### config.mk
export PLATFORM = sky130hd
export DESIGN_NAME = vga_grid_generator_flat
export DESIGN_NICKNAME = d
export VERILOG_FILES = /design/src/rtl/vga_grid_generator_if.sv /design/src/rtl/vga_grid_generator.sv /design/src/flat_wrapper.sv
export SDC_FILE = /design/constraint.sdc
export NUM_CORES = 1
export LEC_CHECK = 0
export CELL_PAD_IN_SITES_DETAIL_PLACEMENT = 1
export CELL_PAD_IN_SITES_GLOBAL_PLACEMENT = 1
export CORE_ASPECT_RATIO = 1.5
export CORE_UTILIZATION = 39
export CTS_CLUSTER_SIZE = 40
export DETAILED_ROUTE_END_ITERATION = 16
export PLACE_DENSITY = 0.79
export SLEW_MARGIN = 5
export SYNTH_ARGS = -nofsm -noshare
export SYNTH_HDL_FRONTEND = slang
export SYNTH_SLANG_ARGS = --single-unit
### constraint.sdc
create_clock -name clk -period 4.9 [get_ports clk]
set_input_delay 1.47 -clock clk [delete_from_list [all_inputs] [get_ports clk]]
set_output_delay 1.47 -clock clk [all_outputs]
set_load 0.02 [all_outputs]
### src/rtl/vga_grid_generator_if.sv
// vga_grid_generator_if: read port between the grid renderer and the cell-state RAM.
// The master issues a read strobe plus address; the RAM returns the state one clock later.
interface vga_grid_generator_if #(
    parameter int ADDR_W = 6
);
    logic              cell_rd;
    logic [ADDR_W-1:0] cell_addr;
    logic              cell_state;

    modport master (
        output cell_rd,
        output cell_addr,
        input  cell_state
    );

    modport slave (
        input  cell_rd,
        input  cell_addr,
        output cell_state
    );
endinterface

### src/rtl/vga_grid_generator.sv
// vga_grid_generator: programmable VGA timing plus a Game-of-Life cell grid renderer.
// Define VGA_GRID_CURSOR_EN to add cursor_col/cursor_row and a highlighted cursor cell frame.
module vga_grid_generator #(
    parameter int          GRID_W       = 6,
    parameter int          GRID_H       = 6,
    parameter int          CELL_W       = 64,
    parameter int          CELL_H       = 64,
    parameter int          BORDER       = 3,
    parameter logic [23:0] COLOR_DEAD   = 24'h000000,
    parameter logic [23:0] COLOR_ALIVE  = 24'h00FF00,
    parameter logic [23:0] COLOR_BORDER = 24'hFFFFFF,
    parameter logic [23:0] COLOR_OUT    = 24'h999900,
`ifdef VGA_GRID_CURSOR_EN
    parameter logic [23:0] COLOR_CURSOR = 24'hFF0000,
`endif
    parameter int          ADDR_W       = $clog2(GRID_W * GRID_H)
) (
    input  logic        clk,
    input  logic        reset_n,
    input  logic [11:0] h_total,
    input  logic [11:0] h_sync,
    input  logic [11:0] h_start,
    input  logic [11:0] h_end,
    input  logic [11:0] v_total,
    input  logic [11:0] v_sync,
    input  logic [11:0] v_start,
    input  logic [11:0] v_end,
    vga_grid_generator_if.master cell_bus,
    output logic        vblank_start,
`ifdef VGA_GRID_CURSOR_EN
    input  logic [((GRID_W > 1) ? $clog2(GRID_W) : 1)-1:0] cursor_col,
    input  logic [((GRID_H > 1) ? $clog2(GRID_H) : 1)-1:0] cursor_row,
`endif
    output logic        vga_hs,
    output logic        vga_vs,
    output logic        vga_de,
    output logic [7:0]  vga_r,
    output logic [7:0]  vga_g,
    output logic [7:0]  vga_b
);

    // Column/row counters saturate at GRID_W/GRID_H so a clipped-off grid never wraps back in.
    localparam int CW = $clog2(GRID_W + 1);
    localparam int RW = $clog2(GRID_H + 1);
    localparam int XW = (CELL_W > 1) ? $clog2(CELL_W) : 1;
    localparam int YW = (CELL_H > 1) ? $clog2(CELL_H) : 1;

    localparam logic [CW-1:0]     COL_LIMIT  = CW'(GRID_W);
    localparam logic [RW-1:0]     ROW_LIMIT  = RW'(GRID_H);
    localparam logic [XW-1:0]     X_LAST     = XW'(CELL_W - 1);
    localparam logic [YW-1:0]     Y_LAST     = YW'(CELL_H - 1);
    localparam logic [XW-1:0]     X_IN_BEG   = XW'(BORDER);
    localparam logic [XW-1:0]     X_IN_END   = XW'(CELL_W - BORDER);
    localparam logic [YW-1:0]     Y_IN_BEG   = YW'(BORDER);
    localparam logic [YW-1:0]     Y_IN_END   = YW'(CELL_H - BORDER);
    localparam logic [ADDR_W-1:0] ROW_STRIDE = ADDR_W'(GRID_W);

    typedef enum logic [2:0] {
        PIX_BLANK,
        PIX_OUT,
        PIX_BORDER,
        PIX_CURSOR,
        PIX_CELL
    } pix_class_t;

    // ---------------- stage 0: raster counters ----------------
    logic [11:0]   h_count, v_count, h_next, v_next;
    logic          h_wrap, h_active, v_active;
    logic [CW-1:0] col;
    logic [RW-1:0] row;
    logic [XW-1:0] xoff;
    logic [YW-1:0] yoff;

    // NOTE: every signal written in always_comb gets a default first, so no path leaves it unassigned and no latch is inferred.
    always_comb begin
        h_wrap = (h_count >= h_total);
        h_next = h_wrap ? 12'd0 : h_count + 12'd1;
        v_next = v_count;
        if (h_wrap) begin
            v_next = (v_count >= v_total) ? 12'd0 : v_count + 12'd1;
        end
        h_active = (h_count >= h_start) && (h_count < h_end);
        v_active = (v_count >= v_start) && (v_count < v_end);
    end

    // NOTE: sequential state uses non-blocking assignments so every register samples pre-edge values.
    always_ff @(posedge clk or negedge reset_n) begin
        if (!reset_n) begin
            h_count <= 12'd0;
            v_count <= 12'd0;
        end else begin
            h_count <= h_next;
            v_count <= v_next;
        end
    end

    // Cell position tracked by offset counters; they restart whenever the next pixel is x = 0.
    always_ff @(posedge clk or negedge reset_n) begin
        if (!reset_n) begin
            col  <= '0;
            xoff <= '0;
        end else if (h_next == h_start) begin
            col  <= '0;
            xoff <= '0;
        end else if (h_active) begin
            if (xoff == X_LAST) begin
                xoff <= '0;
                if (col != COL_LIMIT) col <= col + 1'b1;
            end else begin
                xoff <= xoff + 1'b1;
            end
        end
    end

    always_ff @(posedge clk or negedge reset_n) begin
        if (!reset_n) begin
            row  <= '0;
            yoff <= '0;
        end else if (h_wrap) begin
            if (v_next == v_start) begin
                row  <= '0;
                yoff <= '0;
            end else if (v_active) begin
                if (yoff == Y_LAST) begin
                    yoff <= '0;
                    if (row != ROW_LIMIT) row <= row + 1'b1;
                end else begin
                    yoff <= yoff + 1'b1;
                end
            end
        end
    end

    // ---------------- stage 0 -> 1: classification ----------------
    pix_class_t        class_next;
    logic              de_next, in_grid, on_border, on_cursor, rd_next;
    logic [ADDR_W-1:0] addr_next;

    always_comb begin
        de_next   = h_active && v_active;
        in_grid   = (col < COL_LIMIT) && (row < ROW_LIMIT);
        on_border = (xoff < X_IN_BEG) || (xoff >= X_IN_END) ||
                    (yoff < Y_IN_BEG) || (yoff >= Y_IN_END);
`ifdef VGA_GRID_CURSOR_EN
        on_cursor = (col == CW'(cursor_col)) && (row == RW'(cursor_row));
`else
        on_cursor = 1'b0;
`endif
        addr_next  = ADDR_W'(row) * ROW_STRIDE + ADDR_W'(col);
        class_next = PIX_BLANK;
        rd_next    = 1'b0;
        if (de_next) begin
            if (!in_grid) begin
                class_next = PIX_OUT;
            end else if (on_border) begin
                class_next = on_cursor ? PIX_CURSOR : PIX_BORDER;
            end else begin
                class_next = PIX_CELL;
                rd_next    = 1'b1;
            end
        end
    end

    // ---------------- stages 1 and 2: aligned delay line ----------------
    pix_class_t class_s1, class_s2;
    logic       hs_s1, vs_s1, de_s1, hs_s2, vs_s2, de_s2;

    always_ff @(posedge clk or negedge reset_n) begin
        if (!reset_n) begin
            class_s1           <= PIX_BLANK;
            hs_s1              <= 1'b1;
            vs_s1              <= 1'b1;
            de_s1              <= 1'b0;
            class_s2           <= PIX_BLANK;
            hs_s2              <= 1'b1;
            vs_s2              <= 1'b1;
            de_s2              <= 1'b0;
            cell_bus.cell_rd   <= 1'b0;
            cell_bus.cell_addr <= '0;
            vblank_start       <= 1'b0;
        end else begin
            class_s1         <= class_next;
            hs_s1            <= (h_count >= h_sync);
            vs_s1            <= (v_count >= v_sync);
            de_s1            <= de_next;
            class_s2         <= class_s1;
            hs_s2            <= hs_s1;
            vs_s2            <= vs_s1;
            de_s2            <= de_s1;
            cell_bus.cell_rd <= rd_next;
            // Address holds its last value between reads.
            if (rd_next) cell_bus.cell_addr <= addr_next;
            vblank_start     <= (v_count == v_end) && (h_count == 12'd0);
        end
    end

    // ---------------- stage 3: colour select and output registers ----------------
    logic [23:0] rgb_next;

    always_comb begin
        rgb_next = 24'h000000;
        case (class_s2)
            PIX_OUT:    rgb_next = COLOR_OUT;
            PIX_BORDER: rgb_next = COLOR_BORDER;
`ifdef VGA_GRID_CURSOR_EN
            PIX_CURSOR: rgb_next = COLOR_CURSOR;
`else
            PIX_CURSOR: rgb_next = COLOR_BORDER;
`endif
            PIX_CELL:   rgb_next = cell_bus.cell_state ? COLOR_ALIVE : COLOR_DEAD;
            default:    rgb_next = 24'h000000;
        endcase
    end

    always_ff @(posedge clk or negedge reset_n) begin
        if (!reset_n) begin
            vga_hs <= 1'b1;
            vga_vs <= 1'b1;
            vga_de <= 1'b0;
            vga_r  <= 8'd0;
            vga_g  <= 8'd0;
            vga_b  <= 8'd0;
        end else begin
            vga_hs <= hs_s2;
            vga_vs <= vs_s2;
            vga_de <= de_s2;
            vga_r  <= rgb_next[23:16];
            vga_g  <= rgb_next[15:8];
            vga_b  <= rgb_next[7:0];
        end
    end

endmodule

### src/flat_wrapper.sv
// flat-port wrapper written by rule: the top's interface ports become plain ports
module vga_grid_generator_flat 
#(
    parameter int          GRID_W       = 6,
    parameter int          GRID_H       = 6,
    parameter int          CELL_W       = 64,
    parameter int          CELL_H       = 64,
    parameter int          BORDER       = 3,
    parameter logic [23:0] COLOR_DEAD   = 24'h000000,
    parameter logic [23:0] COLOR_ALIVE  = 24'h00FF00,
    parameter logic [23:0] COLOR_BORDER = 24'hFFFFFF,
    parameter logic [23:0] COLOR_OUT    = 24'h999900,

    parameter int          ADDR_W       = $clog2(GRID_W * GRID_H)
)
  (clk, reset_n, h_total, h_sync, h_start, h_end, v_total, v_sync, v_start, v_end, vblank_start, vga_hs, vga_vs, vga_de, vga_r, vga_g, vga_b, cell_bus_cell_rd, cell_bus_cell_addr, cell_bus_cell_state);
  vga_grid_generator_if #(.ADDR_W(ADDR_W)) cell_bus_i ();
  input  logic clk;
  input  logic reset_n;
  input  logic [11:0] h_total;
  input  logic [11:0] h_sync;
  input  logic [11:0] h_start;
  input  logic [11:0] h_end;
  input  logic [11:0] v_total;
  input  logic [11:0] v_sync;
  input  logic [11:0] v_start;
  input  logic [11:0] v_end;
  output logic vblank_start;
  output logic vga_hs;
  output logic vga_vs;
  output logic vga_de;
  output logic [7:0] vga_r;
  output logic [7:0] vga_g;
  output logic [7:0] vga_b;
  output wire logic [$bits(cell_bus_i.cell_rd)-1:0] cell_bus_cell_rd;
  output wire logic [$bits(cell_bus_i.cell_addr)-1:0] cell_bus_cell_addr;
  input wire logic [$bits(cell_bus_i.cell_state)-1:0] cell_bus_cell_state;
  assign cell_bus_cell_rd = cell_bus_i.cell_rd;
  assign cell_bus_cell_addr = cell_bus_i.cell_addr;
  assign cell_bus_i.cell_state = cell_bus_cell_state;
  vga_grid_generator #(.GRID_W(GRID_W), .GRID_H(GRID_H), .CELL_W(CELL_W), .CELL_H(CELL_H), .BORDER(BORDER), .COLOR_DEAD(COLOR_DEAD), .COLOR_ALIVE(COLOR_ALIVE), .COLOR_BORDER(COLOR_BORDER), .COLOR_OUT(COLOR_OUT), .ADDR_W(ADDR_W)) u_core (.clk(clk), .reset_n(reset_n), .h_total(h_total), .h_sync(h_sync), .h_start(h_start), .h_end(h_end), .v_total(v_total), .v_sync(v_sync), .v_start(v_start), .v_end(v_end), .cell_bus(cell_bus_i), .vblank_start(vblank_start), .vga_hs(vga_hs), .vga_vs(vga_vs), .vga_de(vga_de), .vga_r(vga_r), .vga_g(vga_g), .vga_b(vga_b));
endmodule
Yosys cells after proc, flatten, opt, wreduce, memory -nomap -nowiden:

Index checks and enable logic that the tools add are counted.

* flip-flop bits (word level): 89
* bits in latches: 0
* RAM bits: 0
* bits in read-only memories: 0
* input port bits: 99
* output and inout port bits: 35
* logic and storage cells: 100
* memories kept: 0

* add/sub/neg operators: 7
* $mul: 1
* divide/modulo/power cells: 0
* $lt $le $gt $ge: 14
* equal/unequal tests: 11
* shift-type cells: 0
* multiplexer cells: 25
* bitwise logic cells: 0
* reductions and logical operators: 19

Operators by type and width (count)
* >= comparator 12 bit: 6
* case mux 24 bit (3 select lines): 1
* equality test 12 bit: 3
* 2-to-1 mux 12 bit: 3
* 2-to-1 mux 6 bit: 6
* 2-to-1 mux 3 bit: 11
* adder 12 x 1 -> 12 bit, second input constant: 2
* less-than comparator 12 bit: 2
* 2-to-1 mux 16 bit: 1
* adder 6 x 1 -> 6 bit, second input constant: 2
* equality test 6 bit, second input constant: 2
* >= comparator 6 bit, second input constant: 2
* logical NOT 12 bit: 1
* less-than comparator 6 x 2 -> 1 bit, second input constant: 2
* nonzero test 2 bit: 6
* adder 3 x 1 -> 3 bit, second input constant: 2
* adder 6 x 3 -> 6 bit: 1
* equality test 3 x 2 -> 1 bit, second input constant: 2
* less-than comparator 3 bit, second input constant: 2
* != test 3 bit, second input constant: 2
* logical AND 1 bit: 5
* multiplier 3 x 2 -> 5 bit, second input constant: 1
* AND reduction 4 bit: 1
* equality test 3 x 1 -> 1 bit, second input constant: 1
* 6 further kinds: 10

Longest topological paths before layout:

Gate-level depths: netlist of the first run.

* word-level depth: 7
* gate-level depth with buffers: 16
* gate-level depth less buffers: 13

Least setup slack after synthesis of the first run:

OpenSTA, ideal clock, no wires.

* path type: input-to-reg
* start: input h_total[11]
* end: register u_core.row[0]
* library setup time: 0.125 ns
* data arrival time: 4.681 ns
* required time: 4.775 ns
* slack: 0.094 ns
* stages on the path: 14
* buffers on the path: 2
* cells stage by stage: inv_1 > ha_1 > nand4_1 > or4_1 > buf_2 > and2_4 > buf_6 > or4_4 > and4_4 > nor4b_2 > nand4_1 > or3_4 > and3_4 > mux2_2

* longest elaborated chain between the ends: 5
* elaborated cells between the ends (all ways): 8
* those cells by class: order compare (1); eq/ne (1); mux (2); reduce/logical (4)

Ends and longest elaborated chain
* start, declared: line flat_wrapper.sv:20 `input logic [11:0] h_total;`
* >= comparator 12 bit *: line vga_grid_generator.sv:76 `h_wrap = (h_count >= h_total);`
* 2-to-1 mux 12 bit: line vga_grid_generator.sv:79 `if (h_wrap) begin`
* equality test 12 bit: line vga_grid_generator.sv:120 `if (v_next == v_start) begin`
* nonzero test 2 bit (no line)
* AND reduction 4 bit (no line)
* end signal, assigned: line vga_grid_generator.sv:126 `if (row != ROW_LIMIT) row <= row + 1'b1;`
* end, declared: line vga_grid_generator.sv:70 `logic [RW-1:0] row;`

Mark *: on every way between the ends. The rest lies on a longest branch, timed or not.
A chain may end at the register's enable or synchronous reset.

Worst setup path in the final report of the first run:

* start: input h_total[0]
* end: register u_core.yoff[1]

* longest elaborated chain between the ends: 5
* elaborated cells between the ends (all ways): 6
* those cells by class: order compare (1); eq/ne (1); mux (2); reduce/logical (2)

Ends and longest elaborated chain
* >= comparator 12 bit *: line vga_grid_generator.sv:76
* 2-to-1 mux 12 bit: line vga_grid_generator.sv:79
* equality test 12 bit: line vga_grid_generator.sv:120
* nonzero test 2 bit (no line)
* AND reduction 2 bit (no line)
* end signal, assigned: line vga_grid_generator.sv:128 `yoff <= yoff + 1'b1;`
* end, declared: line vga_grid_generator.sv:72 `logic [YW-1:0] yoff;`

Marked as above.

==> results of run 1 <==
==> state kept, by name, summed over array words and instances, names as in the netlist, 2 cells and up <==
register                   cells
u_core.row                     3
u_core.class_s1                2
u_core.h_count                12
u_core.vga_r                   2
u_core.xoff                    6
u_core.yoff                    6
u_core.col                     3
u_core.cell_bus.cell_addr      6
u_core.v_count                12
u_core.class_s2                3
u_core.vga_g                   2
==> worst reg2reg max path: cells and delay by family, from the launching register on <==
kind / cells / cell delay [ps]
buf+inv: 2 / 380
compound gates: 4 / 1200
flops: 1 / 420
fa+ha+maj: 1 / 280
simple gates: 7 / 1520
==> metal layers <==
metal  track usage [%]  vias to the layer above
met1              24.4                     2841
met2              48.7                      127
met4              11.7                        0
met3              3.00                       47
li1                  -                     2792
met5                 0                        -
==> timing repair <==
action,in CTS,in global routing
setup buffers,1,0
endpoints found under the setup margin,7,8
pin swaps,2,13
resized for setup,5,28
==> worst paths after layout <==
check                                                  from                                 to  slack, ps  depth (start not counted)
worst max-delay path                             h_total[0]         u_core.yoff[1]$_DFFE_PN0P_         80                         14
worst min-delay path                 u_core.de_s2$_DFF_PN0_            u_core.vga_de$_DFF_PN0_        350                          0
worst max register to register  u_core.h_count[0]$_DFF_PN0_         u_core.yoff[1]$_DFFE_PN0P_       1000                         14
worst min register to register       u_core.de_s2$_DFF_PN0_            u_core.vga_de$_DFF_PN0_        350                          0
max in group asynchronous                           reset_n            u_core.vga_hs$_DFF_PN1_       2670                          2
min in group asynchronous                           reset_n  u_core.cell_bus.cell_rd$_DFF_PN0_       1230                          1
==> report_power, final <==
part | internal (uW) | total (uW) | switching, uW
Combinational | 441 | 931 | 490
Clock | 342 | 599 | 256
Sequential | 628 | 717 | 89.0
Total | 1410 | 2250 | 835
==> layout make-up <==
type / count / area, sq um
repair buffers: 180 / 1690
multi-input cells: 508 / 4080
flip-flops and latches: 68 / 1710
inverters: 112 / 420
clock buffers: 10 / 229
well taps: 203 / 254
clock inverters: 6 / 42.5
fillers: 1849 / 7200
==> kinds of logic (layout without fill, tap and decap cells) <==
logic type	Yosys count	after routing	share of synthesized area, %
AND/OR/NAND/NOR	211	211	17.8
flip-flops	68	68	27.5
multiplexers	10	10	1.75
buffers and inverters	142	308	9.94
adder cells (fa/ha/maj)	115	115	23.4
AO/OA/AOI/OAI	136	136	14.3
XOR/XNOR	36	36	5.30
==> cell usage after synthesis (all sizes together), types with 4 or more instances <==
master   number
or2           4
and3         14
o31ai         6
dfrtp        62
xor2         14
dfstp         6
o21ai        32
ha          113
or4           5
nor3         13
and2          5
a21oi        40
a211oi        4
nand2        34
clkbuf        8
a22oi         5
nand4        17
a21o         13
inv         112
xnor2        21
nor2         57
a2111oi       5
nor4          4
nor2b        14
nand3        22
nand2b       11
a31oi         4
buf          22
a22o          6
mux2          7
==> through the flow <==
step | total power (uW) | utilization [%] | setup slack, ps
floorplan | 1230 | - | 93.8
finish | 2250 | 53.9 | 80.4
detailed placement | 1630 | 50.9 | -544
global route | 2410 | 53.9 | -15.0
global placement | 1560 | 50.9 | -425
CTS | 2240 | 52.8 | 2.97
==> flow_summary.ini, run 1 <==
[synthesis]
synth.top_cell.area_share_pct = 25.0
synth_largest_area_cell = dfrtp_1
asyncSetResetFlopFracSynth_pct = 100
synth_edf_count = 0
yosys-top-cells-area = dfrtp_1 25%, ha_1 23%, inv_1 6.8%, nor2_1 3.4%, a21oi_1 3.2%
yosysUniqueCellTypes = 62
syn_area_sq_mm = 0.00621
syn_nets = 932
avgSynthCellArea_sq_um = 8.65
ys_warn_count = 0
synthFlopType = dfrtp_1
syn_inst = 718
synth.yosys.seq_area_share_pct = 27.5
ys_ff_latch = 68

[floorplanning]
initial_core_util_pct = 39.7
num_rows = 56
die_h_um = 157
dieArea_sq_mm = 0.0164
die_x_um = 105
io_pins = 134
coreArea_sq_mm = 0.0156

[global_routing]
first_global_vias = 6458
overflow = 0
grt_pass1_wl_mm = 31.6
antenna_found_initial = 0
grt_max_degree = 36
grtUsageTotal_pct = 24.3

[setup_path]
critical_path_class = input port to flip-flop
path_buf_inv = 2
crit_required_ps = 5110
cpLargestDelayFamily = simple AND/OR/NAND/NOR gates
end_kind = flip-flop
worst_path_max_delay_cell = a2111oi_1
critPathMaxFanout = 16
crit_arrival_ps = 5030
slowest_delay_ps = 510
critPathLaunchType = input port
crit_chain = clkdlybuf4s50_1 > ha_1 > nand2b_1 > a2111oi_1 > or4_4 > and2_4 > buf_12 > or3_1 > o211ai_1 > a2111oi_4 > nand4_1 > or3_4 > and3_4 > a22o_1

[sta]
hold_slack_ps = 353
timing.final.hold_violations = 0
worstMarginPinSlew_ps = 823
fin_tns_setup_ps = 0
fmax_mhz = 207
setup_viol_count_final = 0
maxSlewViolCount = 0
skew_ps = 6.74
timing.final.crit_share_pct = 98.4
relSlewSlack_pct = 45.1
post-route-min-period_ps = 4820

[route]
route.met2.wl_mm = 11.0
first_pass_iters = 4
drt-total-wl_mm = 19.4
via_per_inst = 5.34
top_layer = met4
dr_total_vias = 5807
drt_iter0_markers = 139
drc = 0
wire_per_inst_um = 17.9
wl_met3_um = 511
wl_met1_mm = 7.13
ant_nets = 0

[run]
drv_cap = 0

[final_layout]
final_cell_mix = 132 x clkdlybuf4s50_1, 112 x inv_1, 109 x ha_1
layout.cells.non_filler = 1087
final_area_sq_mm = 0.00842
nets = 1093
final_common_cell = clkdlybuf4s50_1
area_growth_pct = 35.7
drive_gt1_share_pct = 12.6
antenna_cells = 0

[clock_network]
ctsHoldBuffers = 0
clock_path_buffers = 2
numCtsBuffers = 9
clk_pin_slew_ps = 60
clkLatencyLatePin_ps = 330
htreeDepth = 3
clock_sinks = 68
cts_tree = done
clock-root-buffer = clkbuf_16

[place]
place_hpwl_mm = 15.9
place_congestion = 0.902
io_buffers = 133
place_inst = 1070
place_area_sq_mm = 0.00795

[power]
ir_worst_vdd_uv = 256
p_per_area_mw_per_mm2 = 267
power_leakage_uw = 0.00427

[min_path]
hp-class = flip-flop to flip-flop

[outcome]
status = finished, final reports clean
Power figures use the tool's default switching activity.
==> inputs of run 2 (changes only) <==
==> constraint.sdc (replaced) <==
create_clock -name clk -period 4.9 [get_ports clk]
set_input_delay 0.49 -clock clk [delete_from_list [all_inputs] [get_ports clk]]
set_output_delay 0.49 -clock clk [all_outputs]
set_load 0.02 [all_outputs]
==> run 2 against run 1 <==
Net effect:
- flip-flop and latch count unchanged
- worst hold slack worse by 3.6 ps
- core utilization fell by 2.4 points
- final cell count down 2.5%
- via count fell by 1.7%
- die area stayed put
- total power rose by 2.2%
- fmax rose by 11%
- sequential share of layout area rose by 0.93 points
- sequential power shrank 0.8%
- non-clock buffer count fell by 27
- clock power rose by 13%
- critical endpoint unchanged
- largest power group unchanged
==> flow_summary.ini, run 2 (same netlist as run 1, synthesis figures left out) <==
[global_routing]
grt_pass1_wl_mm = 30.6
grtUsageTotal_pct = 23.7
first_global_vias = 6371
overflow = 0
antenna_found_initial = 0
grt_max_degree = 69

[route]
drt-total-wl_mm = 18.8
ant_nets = 0
drt_iter0_markers = 168
first_pass_iters = 4
wire_per_inst_um = 17.8
via_per_inst = 5.39
dr_total_vias = 5711
drc = 0

[place]
place_hpwl_mm = 15.7
place_congestion = 0.904
place_inst = 1044
io_buffers = 133

[run]
drv_cap = 0

[sta]
fin_tns_setup_ps = 0
rsz0062_at_grt = no
post-route-min-period_ps = 4330
timing.final.crit_share_pct = 88.3
setup_viol_count_final = 0
worstMarginPinSlew_ps = 903
hold_slack_ps = 349
fmax_mhz = 231
maxSlewViolCount = 0
skew_ps = 8.91
relSlewSlack_pct = 39.8
timing.final.hold_violations = 0

[clock_network]
clock-root-buffer = clkbuf_16
clock_path_buffers = 2
clock_sinks = 68
numCtsBuffers = 9
post_cts_buffers = 0
htreeDepth = 3
clkLatencyLatePin_ps = 340
clk_pin_slew_ps = 60
ctsHoldBuffers = 0
cts_tree = done
post_cts_resize_count = 0

[final_layout]
area_growth_pct = 29.7
layout.cells.non_filler = 1060
utilization_pct = 51.5
top_regs = u_core.h_count (12), u_core.v_count (12)
final_common_cell = clkdlybuf4s50_1
final_cell_mix = 132 x clkdlybuf4s50_1, 113 x ha_1, 112 x inv_1
nets = 1066
antenna_cells = 0
drive_gt1_share_pct = 7.35

[floorplanning]
dieArea_sq_mm = 0.0164
initial_core_util_pct = 39.7
io_pins = 134
coreArea_sq_mm = 0.0156
die_x_um = 105
die_h_um = 157
num_rows = 56

[setup_path]
end_kind = flip-flop
critical_path_class = input port to flip-flop
crit_required_ps = 5120
crit_arrival_ps = 4550
critPathLaunchType = input port
critPathMaxFanout = 17

[power]
p_sw_share_pct = 36.6
power_frac_comb_pct = 39.6
p_per_area_mw_per_mm2 = 285
power_leakage_uw = 0.00412
ir_worst_vdd_uv = 188
pwr-share-clk_pct = 29.5
p_int_uw = 1460
switchingPower_uw = 839
seq_power_share_pct = 31.0

[min_path]
hp-class = flip-flop to flip-flop

[outcome]
status = finished, final reports clean
[run 2: changes by cell type in the layout (fill, tap and decap cells not counted), moves of 4 or more]
cell,before,now
buf_4,46,20
a2111oi_0,1,5
ha_4,4,0
ha_1,109,113
[run 2: power by group through the flow]
stage | combinational, uW | sequential [uW] | clock [uW]
floorplan | 518 | 717 | 0
global placement | 845 | 712 | 0
detailed placement | 916 | 718 | 0
CTS | 921 | 709 | 694
global route | 1040 | 714 | 707
finish | 908 | 711 | 676
[run 2: through the flow]
step | instance area (sq um) | worst slack (ps) | total power, uW
6_report | 8050 | 575 | 2300
5_1_grt | 8050 | 252 | 2460
4_1_cts | 8050 | 627 | 2320
3_5_place_dp | 7740 | 279 | 1630
3_3_place_gp | 7740 | 411 | 1560
2_1_floorplan | 6210 | 1070 | 1230
[run 2: worst max-delay path, stage by stage]
cell and delay [ps]:
clkdlybuf4s50_1 460, inv_1 50, ha_1 300, nand4_1 150
or4_1 690, and2_4 270, o31ai_1 490, xor2_1 130
a2111oi_0 370, nand4_1 230, or3_4 470, and3_4 220
a22o_1 240
[run 2: final timing paths]
kind                                               from                             to  slack [ps]  cells after the start
hold / removal             u_core.class_s1[1]$_DFF_PN0_   u_core.class_s2[1]$_DFF_PN0_         350                      0
max in group asynchronous                       reset_n  u_core.vblank_start$_DFF_PN0_        3950                      2
min in group asynchronous                       reset_n      u_core.vga_g[6]$_DFF_PN0_         360                      2
hold reg to reg            u_core.class_s1[1]$_DFF_PN0_   u_core.class_s2[1]$_DFF_PN0_         350                      0
setup / recovery                             h_total[9]     u_core.yoff[1]$_DFFE_PN0P_         570                     13
setup reg to reg            u_core.v_count[0]$_DFF_PN0_     u_core.yoff[1]$_DFFE_PN0P_         590                     14
[run 2: layer usage]
metal  track usage [%]  up-vias  share of wire [%]
met5                 0        -                  0
met4              14.0        0                5.3
met1              23.1     2790                 37
met2              47.0      141                 55
met3              3.33       54                3.1
li1                  -     2726                  -
[run 2: cell type report]
class	instances	area [sq um]
well taps	203	254
repair buffers	153	1480
fillers	1852	7570
inverters	112	420
multi-input cells	508	3880
clock inverters	6	72.6
flip-flops and latches	68	1710
clock buffers	10	239
